--- src/rtl/prog_run_sequencer.sv ---
// Run sequencer: streams a program image into data memory, clears the result bytes,
// starts top_level, waits for Done under a timeout, then reads back and grades the results.
module prog_run_sequencer #(
  parameter int DM_AW       = 8,
  parameter int N_MSG       = 32,
  parameter int TIMEOUT_CYC = 100000
) (
  input  logic             Clk,
  input  logic             Reset,
  input  logic             Go,
  input  logic [7:0]       ExpCtb,
  input  logic [7:0]       ExpCto,
  input  logic [7:0]       ExpCts,
  input  logic [7:0]       ImgByte,
  input  logic             ImgValid,
  output logic             ImgReady,
  output logic             MemOwn,
  output logic [DM_AW-1:0] DmAddr,
  output logic             DmWrEn,
  output logic [7:0]       DmWrData,
  input  logic [7:0]       DmRdData,
  output logic             Start,
  input  logic             Done,
  output logic             Busy,
  output logic             Pass,
  output logic             Fail,
  output logic             Timeout,
  output logic [2:0]       ErrMask
);

  localparam int WAIT_W = $clog2(TIMEOUT_CYC + 1);
  localparam logic [DM_AW-1:0]  LAST_IDX  = DM_AW'(N_MSG);
  localparam logic [DM_AW-1:0]  RES_BASE  = DM_AW'(N_MSG + 1);
  localparam logic [WAIT_W-1:0] WAIT_TERM = WAIT_W'(TIMEOUT_CYC);
  localparam logic [WAIT_W-1:0] WAIT_LAST = WAIT_W'(TIMEOUT_CYC - 1);

  typedef enum logic [2:0] {
    S_IDLE, S_LOAD, S_CLEAR, S_START, S_RUN, S_READ, S_REPORT
  } state_t;

  state_t state, state_nxt;

  logic [DM_AW-1:0]  load_idx;
  logic [1:0]        sub_cnt;
  logic [WAIT_W-1:0] wait_cnt;
  logic              done_q;
  logic [7:0]        exp_ctb, exp_cto, exp_cts;
  logic              pass_r, fail_r, timeout_r;
  logic [2:0]        err_r;

  logic              go_acc;
  logic              done_rise;
  logic              last_sub;
  logic              wait_hit;
  logic [7:0]        rd_exp;
  logic [2:0]        rd_bit;
  logic [2:0]        err_nxt;

  // Counter saturates at terminal count so it can never wrap back into range.
  function automatic logic [WAIT_W-1:0] sat_inc(input logic [WAIT_W-1:0] v);
    if (v == WAIT_TERM) return v;
    return v + 1'b1;
  endfunction

  function automatic logic byte_mismatch(input logic [7:0] a, input logic [7:0] b);
    return a != b;
  endfunction

  assign go_acc    = Go && (state == S_IDLE || state == S_REPORT);
  assign done_rise = Done && !done_q;
  assign last_sub  = (sub_cnt == 2'd2);
  assign wait_hit  = (wait_cnt == WAIT_LAST);

  always_comb begin
    rd_exp = exp_ctb;
    case (sub_cnt)
      2'd1:    rd_exp = exp_cto;
      2'd2:    rd_exp = exp_cts;
      default: rd_exp = exp_ctb;
    endcase
    rd_bit  = byte_mismatch(DmRdData, rd_exp) ? (3'b001 << sub_cnt) : 3'b000;
    err_nxt = err_r | rd_bit;
  end

  always_ff @(posedge Clk) begin
    if (Reset) state <= S_IDLE;
    else       state <= state_nxt;
  end

  always_comb begin
    state_nxt = state;
    ImgReady  = 1'b0;
    MemOwn    = 1'b0;
    DmAddr    = '0;
    DmWrEn    = 1'b0;
    DmWrData  = '0;
    Start     = 1'b0;
    Busy      = 1'b0;
    case (state)
      S_IDLE, S_REPORT: begin
        if (go_acc) state_nxt = S_LOAD;
      end
      S_LOAD: begin
        Busy     = 1'b1;
        ImgReady = 1'b1;
        MemOwn   = 1'b1;
        DmAddr   = load_idx;
        if (ImgValid) begin
          DmWrEn   = 1'b1;
          DmWrData = ImgByte;
          if (load_idx == LAST_IDX) state_nxt = S_CLEAR;
        end
      end
      S_CLEAR: begin
        Busy   = 1'b1;
        MemOwn = 1'b1;
        DmAddr = RES_BASE + DM_AW'(sub_cnt);
        DmWrEn = 1'b1;
        if (last_sub) state_nxt = S_START;
      end
      S_START: begin
        Busy      = 1'b1;
        Start     = 1'b1;
        state_nxt = S_RUN;
      end
      S_RUN: begin
        Busy = 1'b1;
        if (done_rise)     state_nxt = S_READ;
        else if (wait_hit) state_nxt = S_REPORT;
      end
      S_READ: begin
        Busy   = 1'b1;
        MemOwn = 1'b1;
        DmAddr = RES_BASE + DM_AW'(sub_cnt);
        if (last_sub) state_nxt = S_REPORT;
      end
      default: state_nxt = S_IDLE;
    endcase
  end

  // Done history is tracked in every state so a level left high by a prior run is not an edge.
  always_ff @(posedge Clk) begin
    if (Reset) begin
      load_idx  <= '0;
      sub_cnt   <= '0;
      wait_cnt  <= '0;
      done_q    <= 1'b0;
      pass_r    <= 1'b0;
      fail_r    <= 1'b0;
      timeout_r <= 1'b0;
      err_r     <= '0;
    end else begin
      done_q <= Done;
      case (state)
        S_IDLE, S_REPORT: begin
          if (go_acc) begin
            load_idx  <= '0;
            sub_cnt   <= '0;
            pass_r    <= 1'b0;
            fail_r    <= 1'b0;
            timeout_r <= 1'b0;
            err_r     <= '0;
          end
        end
        S_LOAD: begin
          sub_cnt <= '0;
          if (ImgValid && load_idx != LAST_IDX) load_idx <= load_idx + 1'b1;
        end
        S_CLEAR: begin
          sub_cnt <= last_sub ? 2'd0 : sub_cnt + 2'd1;
        end
        S_START: begin
          wait_cnt <= '0;
        end
        S_RUN: begin
          sub_cnt  <= '0;
          wait_cnt <= sat_inc(wait_cnt);
          if (!done_rise && wait_hit) begin
            timeout_r <= 1'b1;
            fail_r    <= 1'b1;
          end
        end
        S_READ: begin
          err_r   <= err_nxt;
          sub_cnt <= last_sub ? 2'd0 : sub_cnt + 2'd1;
          if (last_sub) begin
            pass_r <= (err_nxt == 3'b000);
            fail_r <= (err_nxt != 3'b000);
          end
        end
        default: ;
      endcase
    end
  end

  always_ff @(posedge Clk) begin
    if (go_acc) begin
      exp_ctb <= ExpCtb;
      exp_cto <= ExpCto;
      exp_cts <= ExpCts;
    end
  end

  assign Pass    = pass_r;
  assign Fail    = fail_r;
  assign Timeout = timeout_r;
  assign ErrMask = err_r;

endmodule

--- config.mk ---
export PLATFORM = sky130hd
export DESIGN_NAME = prog_run_sequencer
export DESIGN_NICKNAME = d
export VERILOG_FILES = /design/src/rtl/prog_run_sequencer.sv
export SDC_FILE = /design/constraint.sdc
export NUM_CORES = 1
export LEC_CHECK = 0
export ABC_AREA = 1
export BUFFER_PORTS_ARGS = -buffer_cell sky130_fd_sc_hd__clkbuf_2
export CORE_ASPECT_RATIO = 1.1
export CORE_MARGIN = 5
export CORE_UTILIZATION = 30
export DETAILED_ROUTE_END_ITERATION = 16
export PLACE_DENSITY = 0.55
export SYNTH_ARGS = -nofsm -noshare
export SYNTH_HDL_FRONTEND = slang
export SYNTH_SLANG_ARGS = --single-unit
--- constraint.sdc ---
create_clock -name Clk -period 2.4 [get_ports Clk]
set_clock_uncertainty 0.15 [all_clocks]
set_input_delay 0.48 -clock Clk [delete_from_list [all_inputs] [get_ports Clk]]
set_output_delay 0.48 -clock Clk [all_outputs]
set_load 0.05 [all_outputs]
* Word level (Yosys, flattened, before mapping)
Index checks and enable logic that the tools add are counted.
** Word-level totals
- Register bits :: 61
- Input bits :: 45
- Output and inout bits :: 27
- Logic and storage cells :: 108
** Cells by class
- Add/subtract/negate cells :: 4
- Equality and inequality tests :: 22
- Shifts and indexed selects :: 1
- Mux-type cells :: 39
- Bitwise logic cells :: 1
- Reductions and logical operators :: 29
** Operators with widths (number)
- 8-bit one-hot mux with 2 select lines :: 3
- 17-bit == test, second input constant :: 2
- 17-bit one-hot mux with 2 select lines :: 1
- 8-bit two-way mux :: 4
- 3-bit two-way mux :: 9
- 3-bit one-hot mux with 6 select lines :: 1
- 17-bit by 1-bit adder with 17-bit output, second input constant :: 1
- 17-bit two-way mux :: 1
- 2-bit inequality test, second input constant :: 7
- 1-bit two-way mux :: 12
- 3-bit == test, second input constant :: 3
- 3-bit AND reduction :: 3
- 3-bit nonzero test :: 3
- 8-bit by 1-bit adder with 8-bit output, second input constant :: 1
- 8-bit by 6-bit == test with 1-bit output, second input constant :: 1
- 8-bit by 6-bit inequality test with 1-bit output, second input constant :: 1
- 8-bit inequality test :: 1
- 2-bit nonzero test :: 4
- 6-bit by 2-bit adder with 7-bit output, first input constant :: 1
- 3-bit by 2-bit == test with 1-bit output, second input constant :: 2
- 3-bit logical NOT :: 2
- 3-bit inequality test, second input constant :: 2
- 1-bit one-hot mux with 2 select lines :: 3
- 2-bit one-hot mux with 3 select lines :: 1
- other kinds (18) :: 27

* Longest topological paths before layout
- Word-level depth :: 8
- Gate-level depth with buffers :: 18
- Depth with buffers taken out :: 17

* Least setup slack after synthesis
Ideal clock, no wire load.
- Kind :: register to output
- Start point :: register state[0]
- End point :: output DmAddr[2]
- Arrival :: 2.266 ns
- Required time :: 1.770 ns
- Path slack :: -0.496 ns
- Cell stages (with the launch flop) :: 5
- Path buffers :: 0
- Cell sequence :: dfxtp_1 inv_2 nor3_4 inv_1 o21ai_0
** On the way
- Longest elaborated chain between the ends :: 3
- Elaborated cells on any way between the ends :: 5
- Classes of those cells :: 3 x eq/ne; 1 x mux; 1 x reduce/logical
** RTL lines
- start, declared :: RTL line 41 : state_t state, state_nxt;
- start signal, assigned :: RTL line 87 : else state <= state_nxt;
- 3-bit == test / 3-bit by 2-bit == test with 1-bit output (equally long branches) :: RTL line 99 : case (state)
- 2-bit OR reduction (no source line)
- 8-bit one-hot mux with 2 select lines * :: RTL line 99
- end, declared :: RTL line 18 : output logic [DM_AW-1:0] DmAddr,
Mark *: on every way between the ends. The rest lies on a longest branch, timed or not.

* Worst setup path in the final report
- Start point :: register state[0]
- End point :: output DmWrData[3]
** On the way
- Longest elaborated chain between the ends :: 2
** RTL lines
- 3-bit by 1-bit == test with 1-bit output :: RTL line 99
- 8-bit two-way mux :: RTL line 99
- end, declared :: RTL line 20 : output logic [7:0] DmWrData,
Every way passes these cells.

==> out/metrics.csv <==
stage,metric,value,unit
sta,Final Slew Violations,0,
detailed_routing,DRT Wirelength,8090,um
yosys,Synth async-reset ratio,0,
sta,Worst slew margin,0.670,
yosys,"area leader, netlist",dfxtp_1,
yosys,fraction of the mapped netlist area in simple logic gates,0.328,
clock_network,Num CTS Buffers,9,
detailed_routing,Vias/cell,4.49,
yosys,XOR/XNOR Fraction of Synth Area,0.0183,
yosys,Mapped Area,0.00335,mm^2
sta,actual slew at the worst max-slew pin,0.495,ns
clock_network,TritonCTS clock tree,done,
detailed_routing,total number of vias,3050,
pwr,pwr/cell area,978,mW/mm^2
worst_setup_path,crit path buf inv count,4,
yosys,"Seq/Total Area, Yosys",0.436,
floorplan,initial core utilization,0.307,
clock_network,Max Root-Sink Buffers,2,
layout,layout cells sized above 1,0.246,
worst_setup_path,r2r setup slk,0.27,ns
pwr,overall power,4.18,mW
yosys,top post-synthesis cells by count,"124 x nand2_1, 53 x inv_1, 41 x nor2_1, 37 x dfxtp_1, 33 x a21oi_1",
global_route,largest net degree at the start of global routing,25,
clock_network,worst skew pair latency,0.33,ns
layout,Layout fillers,1179,
layout,area grow syn2layout,27.5,%
clock_network,"Clk pin slew, worst setup/hold paths",0.06,ns
placed_design,Place WS,0.107,ns
global_route,Overflow after GRT,0,
global_route,Total GRT Usage,0.125,
yosys,compound-gate portion of the synthesized area,0.102,
detailed_routing,Iteration-0 DRC Markers,132,
yosys,Yosys reg bits,61,
floorplan,io pins,72,
pwr,Max rail drop VDD,0.000379,V
global_route,vias in the first global route,2973,
worst_setup_path,Startpoint Class,register,
detailed_routing,Routed wire per std cell,11.9,um
yosys,ys flop type,dfxtp_1,
yosys,Synthesis Warnings,0,
worst_setup_path,"most used cell, CP",inv_2,
global_route,initial antenna violation count,0,
floorplan,die area,0.0134,mm^2
clock_network,Sink Count,61,
clock_network,CTS Root Cell,clkbuf_16,
worst_setup_path,worst setup path start,state[0]$_SDFFE_PP0P_,
yosys,Mapped Nets,499,
worst_setup_path,CP peak stage delay,0.36,ns
yosys,multiplexer share of the synthesized area,0,
yosys,number of synthesized flops with an enable pin,24,
clock_network,htree depth,3,
sta,Max Fclk,434,MHz
layout,# diodes,0,
clock_network,setup bufs post-CTS,0,
placed_design,Post-DP HPWL,6210,um
worst_hold_path,Hold Startpoint,ExpCto[0],
detailed_routing,"antenna viol nets, final",0,
floorplan,die height,121,um
yosys,Yosys top cell area share,0.221,
yosys,largest family of logic cells by synthesized area,simple AND/OR/NAND/NOR gates,
floorplan,core area,0.0109,mm^2
worst_hold_path,Tightest Hold Check Type,input port to register,
worst_setup_path,data required time of the critical path,1.77,ns
yosys,Synth cell types,40,
outcome,outcome,finished clean,
floorplan,Core Rows,40,
placed_design,gpl congestion,0.833,
sta,endpoints failing hold,0,
worst_setup_path,Top delay family on crit path,buffers and inverters,
floorplan,die width,111,um
yosys,Synth Area in Adders,0.0336,
worst_setup_path,CP max FO,12,
detailed_routing,first-pass iteration count of the detailed router,4,
worst_setup_path,worst setup path class,register to output port,
flow_run,Max-Cap Viols,0,
sta,final period utilization,0.960,
worst_setup_path,nature of the critical path endpoint,output port,
pwr,Leak Pwr,1.79,nW
worst_setup_path,Critical-path top delay cell,dfxtp_1,
worst_setup_path,crit-path cells,inv_2 -> nor3_4 -> inv_2 -> buf_4 -> nor2_1 -> buf_2,
worst_setup_path,reg2reg start,sub_cnt[0]$_SDFFE_PP0P_,
clock_network,CTS Hold Bufs,0,
yosys,mean post-synth cell area,7.53,um^2
yosys,Synth area leaders,"dfxtp_1 22%, edfxtp_1 22%, nand2_1 14%, inv_1 5.9%, a21oi_1 4.9%",
global_route,first-pass GRT wire length,13600,um
layout,Nets,582,
detailed_routing,# DRC,0,
sta,setup ws final,0.0956,ns
yosys,most frequent cell after synthesis,nand2_1,
worst_setup_path,Worst Path Arrival,1.67,ns
placed_design,port bufs,71,
yosys,Cells after Synth,445,
sta,time the worst path needs with I/O delays and setup,2.30,ns
sta,# setup viols final,0,
layout,fin util,0.392,
-- per-stage QoR --
step	instances	cell area [um^2]	TNS, ns	hold WS (ns)
2_1_floorplan	445	3350	-6.45	0.293
3_3_place_gp	664	3920	0	0.294
3_5_place_dp	664	3920	0	0.291
4_1_cts	680	4230	-0.0199	0.157
5_1_grt	680	4270	-0.0279	0.155
6_report	680	4270	0	0.171
-- worst paths after layout --
check | end | cells after the start
min reg2reg | Timeout$_SDFFE_PP0P_ | 2
max | DmWrData[3] | 6
max reg2reg | Fail$_SDFFE_PP0P_ | 15
min | exp_cto[0]$_DFFE_PP_ | 1
-- routing by layer --
| layer | track usage | part of all wire | vias up |
|---|---|---|---|
| met5 | 0 | 0 | - |
| met4 | 0.0554 | 0.015 | 0 |
| met3 | 0.0395 | 0.051 | 6 |
| met2 | 0.193 | 0.46 | 61 |
| met1 | 0.160 | 0.48 | 1372 |
| li1 | - | - | 1611 |
-- final cells by class --
class | count | area (um^2) | area share
multi-input combinational | 316 | 1650 | 0.386
sequential | 61 | 1460 | 0.343
timing repair buffer | 81 | 480 | 0.112
clock buffer | 10 | 229 | 0.0536
inverter | 59 | 224 | 0.0524
tap | 147 | 184 | 0.0431
clock inverter | 6 | 40.0 | 0.00937
-- cell families after synthesis --
logic type / count (synthesis)
and+or+nand+nor: 241
buffers and inverters: 68
DFF: 61
AOI/OAI and AO/OA: 59
adders and majority gates: 9
xor gates and xnor gates: 7
-- what timing repair did --
action                     CTS  global route
resized for setup           12            30
hold endpoints to repair     0             0
setup endpoints to repair    8            19
-- flip-flops by register name, summed over array words and instances (netlist names) --
register and count:
ErrMask 3, Fail 1, Pass 1, Timeout 1, done_q 1, exp_ctb 8, exp_cto 8, exp_cts 8
load_idx 8, state 3, sub_cnt 2, wait_cnt 17
-- placed cells by master (no fill, tap or decap), drive strengths merged --
| cell type | count |
|---|---|
| nand2 | 127 |
| clkbuf | 72 |
| inv | 59 |
| nor2 | 48 |
| dfxtp | 37 |
| a21oi | 33 |
| nand3 | 31 |
| edfxtp | 24 |
| buf | 19 |
| o21ai | 18 |
| nor3 | 14 |
| ha | 9 |
| or2 | 8 |
| nand4 | 6 |
| xor2 | 4 |
| clkinv | 4 |
| xnor2 | 3 |
| nor4 | 3 |
| nand3b | 3 |
| o22ai | 2 |
| o2111a | 2 |
| clkinvlp | 2 |
| o211ai | 2 |
| a211oi | 2 |
| nor3b | 1 |
-- power by group --
part	internal [mW]	total [mW]	switching, mW	leakage (nW)
Sequential	1.28	1.37	0.0887	0.526
Combinational	0.525	1.65	1.12	1.14
Clock	0.693	1.16	0.462	0.124
Total	2.50	4.18	1.68	1.79
-- worst reg2reg max path, delay by kind of cell, from the launching register on --
family | cells | cell delay (ns)
and+or+nand+nor | 12 | 1.12
DFF | 1 | 0.32
adders and majority gates | 1 | 0.30
buffers and inverters | 2 | 0.13
Power figures use the tool's default switching activity.
